### src/rtl/i2s_transmitter.sv
// I2S transmitter: accepts 24-bit stereo sample pairs over valid/ready,
// double-buffers them (holding register + per-channel shift register) and
// serialises them MSB-first onto BCLK/LRCLK/SDATA with one-BCLK data delay.
// Frames that start with nothing held transmit silence and flag an underrun.
module i2s_transmitter #(
   parameter int SAMPLE_WIDTH = 24,
   parameter int SLOT_WIDTH   = 32,
   parameter int HALF_PERIOD  = 16
) (
   input  logic                    clk_in,
   input  logic                    rst_in,
   input  logic                    enable_in,
   input  logic [SAMPLE_WIDTH-1:0] sample_l_in,
   input  logic [SAMPLE_WIDTH-1:0] sample_r_in,
   input  logic                    sample_valid_in,
   output logic                    sample_ready_out,
   output logic                    i2s_bclk_out,
   output logic                    i2s_lrclk_out,
   output logic                    i2s_sdata_out,
   output logic                    frame_start_out,
   output logic                    underrun_out
);

   localparam int POS_COUNT = 2 * SLOT_WIDTH;
   localparam int POS_W     = $clog2(POS_COUNT);
   localparam int DIV_W     = $clog2(HALF_PERIOD);

   localparam logic [POS_W-1:0] LAST_POS    = POS_W'(POS_COUNT - 1);
   localparam logic [POS_W-1:0] ONE_POS     = POS_W'(1);
   localparam logic [POS_W-1:0] LEFT_LAST   = POS_W'(SAMPLE_WIDTH);
   localparam logic [POS_W-1:0] SLOT_START  = POS_W'(SLOT_WIDTH);
   localparam logic [POS_W-1:0] RIGHT_FIRST = POS_W'(SLOT_WIDTH + 1);
   localparam logic [POS_W-1:0] RIGHT_LAST  = POS_W'(SLOT_WIDTH + SAMPLE_WIDTH);
   localparam logic [DIV_W-1:0] LAST_DIV    = DIV_W'(HALF_PERIOD - 1);
   localparam logic [DIV_W-1:0] ONE_DIV     = DIV_W'(1);

   logic [DIV_W-1:0]        divCnt;
   logic [POS_W-1:0]        bitPos;
   logic [POS_W-1:0]        nextPos;
   logic                    holdValid;
   logic [SAMPLE_WIDTH-1:0] holdL;
   logic [SAMPLE_WIDTH-1:0] holdR;
   logic [SAMPLE_WIDTH-1:0] shiftL;
   logic [SAMPLE_WIDTH-1:0] shiftR;
   logic                    divWrap;
   logic                    fallEvent;
   logic                    frameBoundary;
   logic                    acceptPair;
   logic                    inLeft;
   logic                    inRight;

   assign sample_ready_out = !holdValid;

   // Decode the events of this cycle: divider wrap, BCLK falling edge, the
   // slot position it moves to, frame boundary and handshake acceptance.
   always_comb begin
      divWrap       = enable_in && (divCnt == LAST_DIV);
      fallEvent     = divWrap && i2s_bclk_out;
      nextPos       = (bitPos == LAST_POS) ? '0 : bitPos + ONE_POS;
      frameBoundary = fallEvent && (nextPos == '0);
      acceptPair    = sample_valid_in && !holdValid;
      inLeft        = (nextPos >= ONE_POS) && (nextPos <= LEFT_LAST);
      inRight       = (nextPos >= RIGHT_FIRST) && (nextPos <= RIGHT_LAST);
   end

   // BCLK generator: count HALF_PERIOD system clocks per half-period and
   // toggle; disabling parks the divider and BCLK low.
   always_ff @(posedge clk_in or negedge rst_in) begin
      if (!rst_in) begin
         divCnt       <= '0;
         i2s_bclk_out <= 1'b0;
      end else if (!enable_in) begin
         divCnt       <= '0;
         i2s_bclk_out <= 1'b0;
      end else if (divWrap) begin
         divCnt       <= '0;
         i2s_bclk_out <= !i2s_bclk_out;
      end else begin
         divCnt <= divCnt + ONE_DIV;
      end
   end

   // Slot position, word select and serial data all advance together on
   // the BCLK falling edge; data lags the slot start by one BCLK.
   always_ff @(posedge clk_in or negedge rst_in) begin
      if (!rst_in) begin
         bitPos        <= LAST_POS;
         i2s_lrclk_out <= 1'b0;
         i2s_sdata_out <= 1'b0;
      end else if (!enable_in) begin
         bitPos        <= LAST_POS;
         i2s_lrclk_out <= 1'b0;
         i2s_sdata_out <= 1'b0;
      end else if (fallEvent) begin
         bitPos        <= nextPos;
         i2s_lrclk_out <= (nextPos >= SLOT_START);
         if (inLeft) begin
            i2s_sdata_out <= shiftL[SAMPLE_WIDTH-1];
         end else if (inRight) begin
            i2s_sdata_out <= shiftR[SAMPLE_WIDTH-1];
         end else begin
            i2s_sdata_out <= 1'b0;
         end
      end
   end

   // Holding register captures accepted pairs; at each frame boundary it
   // hands its pair to the shift registers (or silence if empty), and the
   // shift registers walk out one bit per falling edge inside their slot.
   always_ff @(posedge clk_in or negedge rst_in) begin
      if (!rst_in) begin
         holdValid <= 1'b0;
         holdL     <= '0;
         holdR     <= '0;
         shiftL    <= '0;
         shiftR    <= '0;
      end else begin
         if (acceptPair) begin
            holdValid <= 1'b1;
            holdL     <= sample_l_in;
            holdR     <= sample_r_in;
         end
         if (frameBoundary) begin
            if (holdValid) begin
               shiftL    <= holdL;
               shiftR    <= holdR;
               holdValid <= 1'b0;
            end else begin
               shiftL <= '0;
               shiftR <= '0;
            end
         end else if (fallEvent) begin
            if (inLeft) begin
               shiftL <= {shiftL[SAMPLE_WIDTH-2:0], 1'b0};
            end
            if (inRight) begin
               shiftR <= {shiftR[SAMPLE_WIDTH-2:0], 1'b0};
            end
         end
      end
   end

   // Single-cycle status pulses aligned with the boundary's BCLK fall.
   always_ff @(posedge clk_in or negedge rst_in) begin
      if (!rst_in) begin
         frame_start_out <= 1'b0;
         underrun_out    <= 1'b0;
      end else begin
         frame_start_out <= frameBoundary;
         underrun_out    <= frameBoundary && !holdValid;
      end
   end

endmodule

### config.mk
export PLATFORM = sky130hd
export DESIGN_NAME = i2s_transmitter
export DESIGN_NICKNAME = d
export VERILOG_FILES = /design/src/rtl/i2s_transmitter.sv
export SDC_FILE = /design/constraint.sdc
export NUM_CORES = 1
export LEC_CHECK = 0
export ABC_AREA = 1
export CAP_MARGIN = 20
export CORE_MARGIN = 4
export CORE_UTILIZATION = 50
export DETAILED_ROUTE_END_ITERATION = 8
export GPL_TIMING_DRIVEN = 0
export PLACE_DENSITY = 0.74
export SLEW_MARGIN = 20
export SYNTH_ARGS = -nofsm -noshare
export SYNTH_HDL_FRONTEND = slang
export SYNTH_SLANG_ARGS = --single-unit
export TNS_END_PERCENT = 30
### constraint.sdc
create_clock -name clk_in -period 1.9 [get_ports clk_in]
set_clock_uncertainty 0.2 [all_clocks]
set_input_delay 0.19 -clock clk_in [delete_from_list [all_inputs] [get_ports clk_in]]
set_output_delay 0.19 -clock clk_in [all_outputs]
set_load 0.02 [all_outputs]
* Yosys cells after proc, flatten, opt, wreduce, memory -nomap -nowiden
Index checks and enable logic that the tools add are counted.
** Storage, ports and cells
- Register bits after elaboration :: 112
- Output and inout bits :: 6
- Word-level logic and storage cells :: 62
** Cells by class
- Add/subtract/negate cells :: 2
- Magnitude comparators :: 5
- Equality and inequality tests :: 4
- Mux-type cells :: 24
- Reduce and logical (&&, ||, !) cells :: 15
** Operator list (number)
- 2-to-1 mux 24 bit :: 8
- 2-to-1 mux 6 bit :: 3
- greater-or-equal comparator 6 bit (second input constant) :: 2
- 2-to-1 mux 1 bit :: 11
- 2-to-1 mux 4 bit :: 2
- logical AND 1 bit :: 7
- adder 6 x 1 -> 6 bit (second input constant) :: 1
- == test 6 bit (second input constant) :: 1
- greater-or-equal comparator 6 x 1 -> 1 bit (second input constant) :: 1
- less-or-equal comparator 6 x 5 -> 1 bit (second input constant) :: 1
- less-or-equal comparator 6 bit (second input constant) :: 1
- logical NOT 6 bit :: 1
- nonzero test 2 bit :: 3
- adder 4 x 1 -> 4 bit (second input constant) :: 1
- == test 4 bit (second input constant) :: 1
- != test 2 x 1 -> 1 bit (second input constant) :: 2
- AND reduction 2 bit :: 2
- logical NOT 1 bit :: 2

* Logic depth before layout (Yosys ltp)
Gate-level depths: netlist of run 1.
- Word-level depth :: 8
- Gate-level depth with buffers :: 13
- Gate-level depth less buffers :: 12

* Worst setup path after synthesis of run 1
No wires, ideal clock.
- Path kind :: register to register
- From :: register bitPos[0]
- To :: register shiftL[13]
- Library setup time :: 0.118 ns
- Arrival :: 1.740 ns
- Setup slack :: -0.157 ns
- Stages on the path, launching flop included :: 13
- Path buffers :: 2
- Period minus slack after synthesis :: 2.057 ns
- Path through :: dfstp_2 -> ha_1 -> nand2_2 -> inv_2 -> nand2_1 -> nand2_1 -> nand2_1 -> nor2_2 -> buf_4 -> buf_4 -> nand4_1 -> nand3_1 -> nand2_1
** On the way
- Cells in the longest elaborated chain, start to end :: 6
- Elaborated cells on any way between the ends :: 12
- Those cells by class :: 1 x add/sub; 2 x order compare; 1 x eq/ne; 2 x mux; 6 x reduce/logical
** Ends and longest elaborated chain
- start: declaration :: RTL line 38 : logic [POS_W-1:0] bitPos;
- start signal: assignment :: RTL line 95 : bitPos <= nextPos;
- adder 6 x 1 -> 6 bit or == test 6 bit (tied branches) :: RTL line 59 : nextPos = (bitPos == LAST_POS) ? '0 : bitPos + ONE_POS;
- 2-to-1 mux 6 bit * :: RTL line 59
- greater-or-equal comparator 6 x 1 -> 1 bit (tied with other cells) :: RTL line 62 : inLeft = (nextPos >= ONE_POS) && (nextPos <= LEFT_LAST);
- logical AND 1 bit, on equally long branches :: RTL line 62, 60
- nonzero test 2 bit (no line)
- AND reduction 2 bit (no line)
- end signal: assignment :: RTL line 125 : shiftL <= holdL;
- end signal: assignment :: RTL line 134 : shiftL <= {shiftL[SAMPLE_WIDTH-2:0], 1'b0};
- end: declaration :: RTL line 43 : logic [SAMPLE_WIDTH-1:0] shiftL;
Every way passes the cells marked *; elsewhere a longest branch is shown, timed or not.
A chain may end at the register's enable or synchronous reset.

* Final worst setup path of run 1
- From :: register bitPos[1]
- To :: register i2s_sdata_out
** On the way
- Cells in the longest elaborated chain, start to end :: 8
- Elaborated cells on any way between the ends :: 13
- Those cells by class :: 1 x add/sub; 4 x order compare; 1 x eq/ne; 5 x mux; 2 x reduce/logical
** Ends and longest elaborated chain
- adder 6 x 1 -> 6 bit or == test 6 bit (tied branches) :: RTL line 59
- 2-to-1 mux 6 bit * :: RTL line 59
- greater-or-equal comparator 6 bit or less-or-equal comparator 6 bit (tied branches) :: RTL line 63 : inRight = (nextPos >= RIGHT_FIRST) && (nextPos <= RIGHT_LAST);
- logical AND 1 bit :: RTL line 63
- 2-to-1 mux 1 bit :: RTL line 99 : end else if (inRight) begin
- 2-to-1 mux 1 bit * :: RTL line 97 : if (inLeft) begin
- 2-to-1 mux 1 bit * :: RTL line 94 : end else if (fallEvent) begin
- 2-to-1 mux 1 bit * :: RTL line 90 : end else if (!enable_in) begin
- end signal: assignment :: RTL line 98 : i2s_sdata_out <= shiftL[SAMPLE_WIDTH-1];
- end signal: assignment :: RTL line 100 : i2s_sdata_out <= shiftR[SAMPLE_WIDTH-1];
- end: declaration :: RTL line 19 : output logic i2s_sdata_out,
Every way passes the cells marked *; elsewhere a longest branch is shown, timed or not. The select of a mux whose other input is x is not followed.

==> results of run 1 <==
worst reg2reg max path, delay by kind of cell (launching register included):
family / cells / cell delay, ns
AND/OR/NAND/NOR: 7 / 0.75
AO/OA/AOI/OAI: 1 / 0.24
flip-flops: 1 / 0.59
buffers and inverters: 3 / 0.40
power breakdown:
part	leakage [nW]	internal, mW	switching [mW]	total (mW)
combinational	2.38	0.103	0.0711	0.174
sequential	1.53	2.39	0.00352	2.39
clock	0.116	0.872	0.833	1.71
total	4.03	3.36	0.908	4.27
flip-flops by register name, summed over array words and instances, names as in the netlist:
register         flops
holdL               24
holdR               24
shiftL              24
shiftR              24
bitPos               6
divCnt               4
frame_start_out      1
holdValid            1
i2s_bclk_out         1
i2s_lrclk_out        1
i2s_sdata_out        1
underrun_out         1
final timing paths:
check                           slack, ns                   endpoint  depth (start not counted)
worst min-delay path                 0.03      holdL[12]$_DFFE_PN0P_                          2
worst min register to register       0.27        divCnt[0]$_DFF_PN0_                          1
worst max register to register      -0.35  i2s_sdata_out$_DFFE_PN0P_                         11
worst max-delay path                -0.35  i2s_sdata_out$_DFFE_PN0P_                         11
max in group asynchronous            0.79      shiftR[7]$_DFFE_PN0P_                          3
min in group clk_in                  0.20      holdR[20]$_DFFE_PN0P_                          2
routing by layer:
metal / up-vias / GRT usage, % / wire [µm]
li1: 2332 / - / -
met1: 2310 / 29.16 / 5911
met2: 127 / 34.75 / 7034
met3: 33 / 3.926 / 589
met4: 0 / 9.375 / 372
met5: - / 0 / 0
per-stage QoR:
stage	worst slack [ns]	cell area [µm²]	utilization [%]
CTS	-0.2059	7108	65.28
detailed placement	-0.5419	6479	59.50
floorplan	-0.04340	5704	-
finish	-0.3487	7347	67.48
global route	-0.4812	7347	67.48
global placement	-3.765	6450	59.24
layout make-up:
type / instances / area [µm²] / share of cell area [%]
well taps: 140 / 175.2 / 2.384
clock buffers: 10 / 127.6 / 1.737
clock inverters: 6 / 107.6 / 1.465
repair buffers: 92 / 962.2 / 13.10
plain buffers: 42 / 414.1 / 5.637
flip-flops and latches: 112 / 2810 / 38.25
multi-input cells: 438 / 2505 / 34.09
inverters: 63 / 245.2 / 3.338
kinds of logic after synthesis:
| logic type | after synthesis | share of synthesized area (%) |
|---|---|---|
| compound gates | 15 | 1.457 |
| xor+xnor | 1 | 0.1569 |
| fa+ha+maj | 3 | 0.6726 |
| buf+inv | 105 | 8.518 |
| flops | 112 | 50.35 |
| mux | 48 | 9.684 |
| simple gates | 371 | 29.16 |
cell usage after synthesis, drive strengths merged, types with 3 or more instances:
cell | instances | share of area, %
nand4 | 49 | 5.6
a21oi | 5 | 0.45
nand3 | 64 | 6.0
o21ai | 7 | 0.63
dfstp | 6 | 2.8
clkbuf | 18 | 1.2
nand2 | 240 | 16
dfrtp | 106 | 48
inv | 62 | 4.2
buf | 24 | 3.1
ha | 3 | 0.67
nor2 | 17 | 1.2
mux2 | 48 | 9.7
what timing repair did:
item                       CTS  global route
hold buffers                 1             0
gates cloned                 5             1
hold endpoints to repair   112             0
gates resized for setup     56            37
setup buffers               16            12
pin swaps                    9            13
setup endpoints to repair   87            69
==> flow_metrics.py, run 1 <==
metrics = {
    "clock_network": {
        "cts_tree": "yes",
        "clk_latency_ns": 0.40,
        "ctsRootBufferMaster": "clkbuf_8",
        "clock_sinks": 112,
        "path_clk_slew_ns": 0.10,
        "htreeDepth": 3,
        "cts_buffers": 9,
        "cts_max_path_buffers": 2,
    },
    "sta": {
        "finalHoldViolCount": 0,
        "fin_crit_sh_pct": 118.4,
        "tightest_slew_ns": 0.5584,
        "fmax_mhz": 444.7,
        "report.final.slew_viol_count": 0,
        "fin_ws_ns": -0.3487,
        "whs_ns": 0.03295,
        "rsz0062_at_grt": "yes",
        "fin_tns_setup_ns": -13.04,
        "setup_viol": 52,
        "fin_crit_ns": 2.249,
        "worst_slew_margin_rel_pct": 62.77,
    },
    "hold_path": {
        "worstHoldPathType": "in2async",
    },
    "global_route": {
        "grt_pass1_wl_um": 22580,
        "grt_pass1_vias": 4877,
        "track_usage_pct": 21.73,
        "antenna_found_initial": 0,
        "grt_max_degree": 83,
        "grt-ovfl-total": 0,
    },
    "outcome": {
        "status": "finished, violations left",
        "violations": "negative setup slack",
    },
    "drt": {
        "ant_nets": 0,
        "avgViaCountPerCell": 5.318,
        "drc": 0,
        "first_pass_iters": 5,
        "drt_iter0_drc": 348,
        "via_count": 4802,
        "drt_wl_total_um": 13910,
        "wire_per_inst_um": 15.40,
    },
    "place": {
        "dp_cells": 853,
        "gp_congestion": 0.8317,
        "dpl.hpwl_um": 8742,
        "place.port_buffers": 57,
    },
    "die": {
        "dieWidth_um": 113.7,
        "initial_core_util_pct": 51.26,
        "io_pins": 58,
        "fp.dieH_um": 113.7,
        "core-area_um2": 10890,
        "rows": 38,
        "die_area_um2": 12920,
    },
    "cells_and_area": {
        "syn_to_final_growth_pct": 31.63,
        "fin_nets": 813,
        "stdcell_count": 903,
        "insertedDiodeCount": 0,
        "final_cell_mix": "nand2_1, dfrtp_1, inv_1, clkdlybuf4s50_1, nand3_1",
        "final_common_cell": "nand2_1",
        "drive_gt1_share_pct": 24.25,
        "fillers": 849,
    },
    "logic_synthesis": {
        "synth_warnings": 0,
        "yosysSeqAreaShare_pct": 50.35,
        "netlist_area_um2": 5582,
        "synthArstFlopShare_pct": 100.0,
        "synth_edf_count": 0,
        "synth_seq_cells": 112,
        "ys_types": 27,
        "syn_nets": 710,
        "syn_avg_cell_area_um2": 8.522,
        "syn-instance-count": 655,
        "synth_ff_type": "dfrtp_1",
    },
    "power": {
        "finalPower_mw": 4.271,
        "vdd.ir_drop.worst_uv": 465.3,
        "p_leak_nw": 4.026,
        "power_density_nw_per_um2": 581.3,
    },
    "critical_path": {
        "crit_required_ns": 2.03,
        "cp-start-kind": "register",
        "critical-path-top-delay-family": "simple AND/OR/NAND/NOR gates",
        "path_buf_inv": 3,
        "path_cells": "buf_12, nand2_4, nor2_4, nand2_2, nand2_4, nand2_4, buf_12, buf_12, a21boi_0, nand3_1, nand3_1",
        "startpoint": "bitPos[1]$_DFFE_PN1P_",
        "r2r_start": "bitPos[1]$_DFFE_PN1P_",
        "cpMaxStageDelayCell": "dfstp_2",
        "worst-setup-path-type": "reg2reg",
        "critical_path.max_fanout": 6,
        "crit_arrival_ns": 2.38,
        "crit_path_end_kind": "register",
        "critical_path.max_stage_delay_ns": 0.59,
    },
    "run": {
        "maxCapViolCount": 0,
    },
}
Note: power is estimated with default switching activity, not from simulation.
==> run 2, diff against run 1 <==
--- a/config.mk
+++ b/config.mk
@@ -7,6 +7,7 @@
 export LEC_CHECK = 0
 export ABC_AREA = 1
 export CAP_MARGIN = 20
+export CORE_ASPECT_RATIO = 0.7
 export CORE_MARGIN = 4
 export CORE_UTILIZATION = 50
 export DETAILED_ROUTE_END_ITERATION = 8
==> run 2 against run 1 <==
The run still ends with negative setup slack left. Non-clock buffer count rose by 8. Critical endpoint is now shiftR[5]$_DFFE_PN0P_. Via count rose by 5.3%. Count of clock-buffer cells in the layout grew 1. Combinational power increased by 2%. Sequential power about the same. Clock power is 13% higher. Global-route usage up 2.6 points. Cell area up 3.1%. Register-to-register slack lost 0.05 ns.
==> flow_metrics.py, run 2 (synthesis gave the netlist of run 1 again) <==
metrics = {
    "outcome": {
        "status": "finished, violations left",
        "violations": "negative setup slack",
    },
    "clock_network": {
        "clk_latency_ns": 0.36,
        "cts_buffers": 9,
        "htreeDepth": 3,
        "ctsRootBufferMaster": "clkbuf_16",
        "cts_tree": "yes",
        "path_clk_slew_ns": 0.08,
        "clock_sinks": 112,
        "cts_max_path_buffers": 2,
    },
    "drt": {
        "first_pass_iters": 5,
        "avgViaCountPerCell": 5.496,
        "via_count": 5056,
        "wire_per_inst_um": 16.54,
        "drt_iter0_drc": 393,
        "ant_nets": 0,
        "drc": 0,
        "drt_wl_total_um": 15220,
    },
    "die": {
        "rows": 31,
        "core-area_um2": 10630,
        "dieWidth_um": 134.3,
        "io_pins": 58,
        "fp.dieH_um": 96.40,
        "die_area_um2": 12950,
        "initial_core_util_pct": 52.52,
    },
    "critical_path": {
        "crit_arrival_ns": 2.34,
        "path_cells": "ha_4, buf_6, nand3_4, nor2_4, nor2_2, nor2_4, nand3_4, buf_6, nand3_1, nand2_1",
        "path_buf_inv": 2,
        "critical_path.max_stage_delay_ns": 0.59,
        "critical-path-top-delay-family": "simple AND/OR/NAND/NOR gates",
        "crit_required_ns": 1.95,
        "reg2reg_depth": 10,
        "cpMaxStageDelayCell": "dfstp_2",
        "r2r_start": "bitPos[0]$_DFFE_PN1P_",
        "cp-start-kind": "register",
        "r2r_end": "shiftR[5]$_DFFE_PN0P_",
        "regToRegSetupSlack_ns": -0.40,
        "worst-setup-path-type": "reg2reg",
        "crit_path_end_kind": "register",
        "critical_path.max_fanout": 10,
    },
    "global_route": {
        "use_met1_pct": 32.91,
        "grt_pass1_vias": 4951,
        "grt-ovfl-total": 0,
        "track_usage_pct": 24.37,
        "top_usage_layer": "met2",
        "grt_max_degree": 63,
        "grt_pass1_wl_um": 24840,
        "use_met3_pct": 4.607,
        "use_met2_pct": 39.80,
        "antenna_found_initial": 0,
    },
    "sta": {
        "report.final.slew_viol_count": 0,
        "rsz0062_at_grt": "yes",
        "setup_viol": 63,
        "fin_ws_ns": -0.3970,
        "worst_slew_margin_rel_pct": 54.02,
        "tightest_slew_ns": 0.6896,
        "finalHoldViolCount": 0,
        "fin_crit_sh_pct": 120.9,
        "fmax_mhz": 435.3,
        "fin_crit_ns": 2.297,
    },
    "place": {
        "place.port_buffers": 57,
        "dp_slack_ns": -0.5820,
        "dpl.hpwl_um": 9011,
        "dp_cells": 861,
        "gp_congestion": 0.8610,
    },
    "run": {
        "maxCapViolCount": 0,
    },
    "power": {
        "power_density_nw_per_um2": 595.5,
        "p_leak_nw": 4.154,
        "vdd.ir_drop.worst_uv": 498.7,
    },
    "cells_and_area": {
        "fillers": 760,
        "final_cell_mix": "nand2_1, dfrtp_1, inv_1, clkdlybuf4s50_1, nand3_1",
        "syn_to_final_growth_pct": 35.73,
        "final_common_cell": "nand2_1",
        "final_core_util_pct": 71.29,
        "fin_nets": 822,
        "stdcell_count": 920,
        "insertedDiodeCount": 0,
        "drive_gt1_share_pct": 25.26,
    },
    "hold_path": {
        "worstHoldPathType": "in2async",
    },
}
## run 2: layout make-up
class,count,area (µm²),share of cell area (%)
Multi-Input combinational cell,438,2541,33.54
Tap cell,148,185.2,2.444
Timing Repair inverter,1,3.754,0.04955
Buffer,42,406.6,5.367
Clock buffer,11,232.7,3.072
Clock inverter,5,63.81,0.8423
Inverter,63,245.2,3.237
Sequential cell,112,2810,37.09
Timing Repair Buffer,100,1087,14.35
## run 2: worst max-delay path by stage
stage,start,endpoint,depth (start not counted)
2_1_floorplan,bitPos[1]$_DFFE_PN1P_,shiftL[10]$_DFFE_PN0P_,13
3_3_place_gp,rst_in,holdR[8]$_DFFE_PN0P_,1
3_5_place_dp,enable_in,shiftL[23]$_DFFE_PN0P_,8
4_1_cts,bitPos[0]$_DFFE_PN1P_,shiftR[6]$_DFFE_PN0P_,14
5_1_grt,bitPos[0]$_DFFE_PN1P_,shiftR[5]$_DFFE_PN0P_,9
6_report,bitPos[0]$_DFFE_PN1P_,shiftR[5]$_DFFE_PN0P_,10
## run 2: report_power, final
part	internal (mW)	switching [mW]	total, mW
clock	1.04	0.906	1.94
combinational	0.104	0.0736	0.178
sequential	2.39	0.00388	2.39
total	3.53	0.983	4.51
## run 2: through the flow
stage	TNS [ns]	area [µm²]	hold slack (ns)	power, mW
floorplan	-1.557	5704	-0.3056	2.448
global placement	-440.42	6460	0.2460	2.604
detailed placement	-29.88	6489	-0.03495	2.614
CTS	-12.45	7420	0.1498	4.523
global route	-22.20	7576	0.1995	4.637
finish	-16.56	7576	0.1353	4.512
## run 2: routing by layer
metal / part of all wire (%) / vias to the layer above
met2: 48 / 207
li1: - / 2356
met1: 43 / 2455
met3: 6.6 / 38
met4: 2.6 / 0
met5: 0 / -
## run 2: timing repair
item / 4_1_cts / 5_1_grt
setup buffers: 28 / 2
setup endpoints to repair: 87 / 87
endpoints found under the hold margin: 50 / 0
gates resized for setup: 78 / 30
hold buffers: 1 / 0
cloned: 10 / 2
pin swaps: 23 / 23
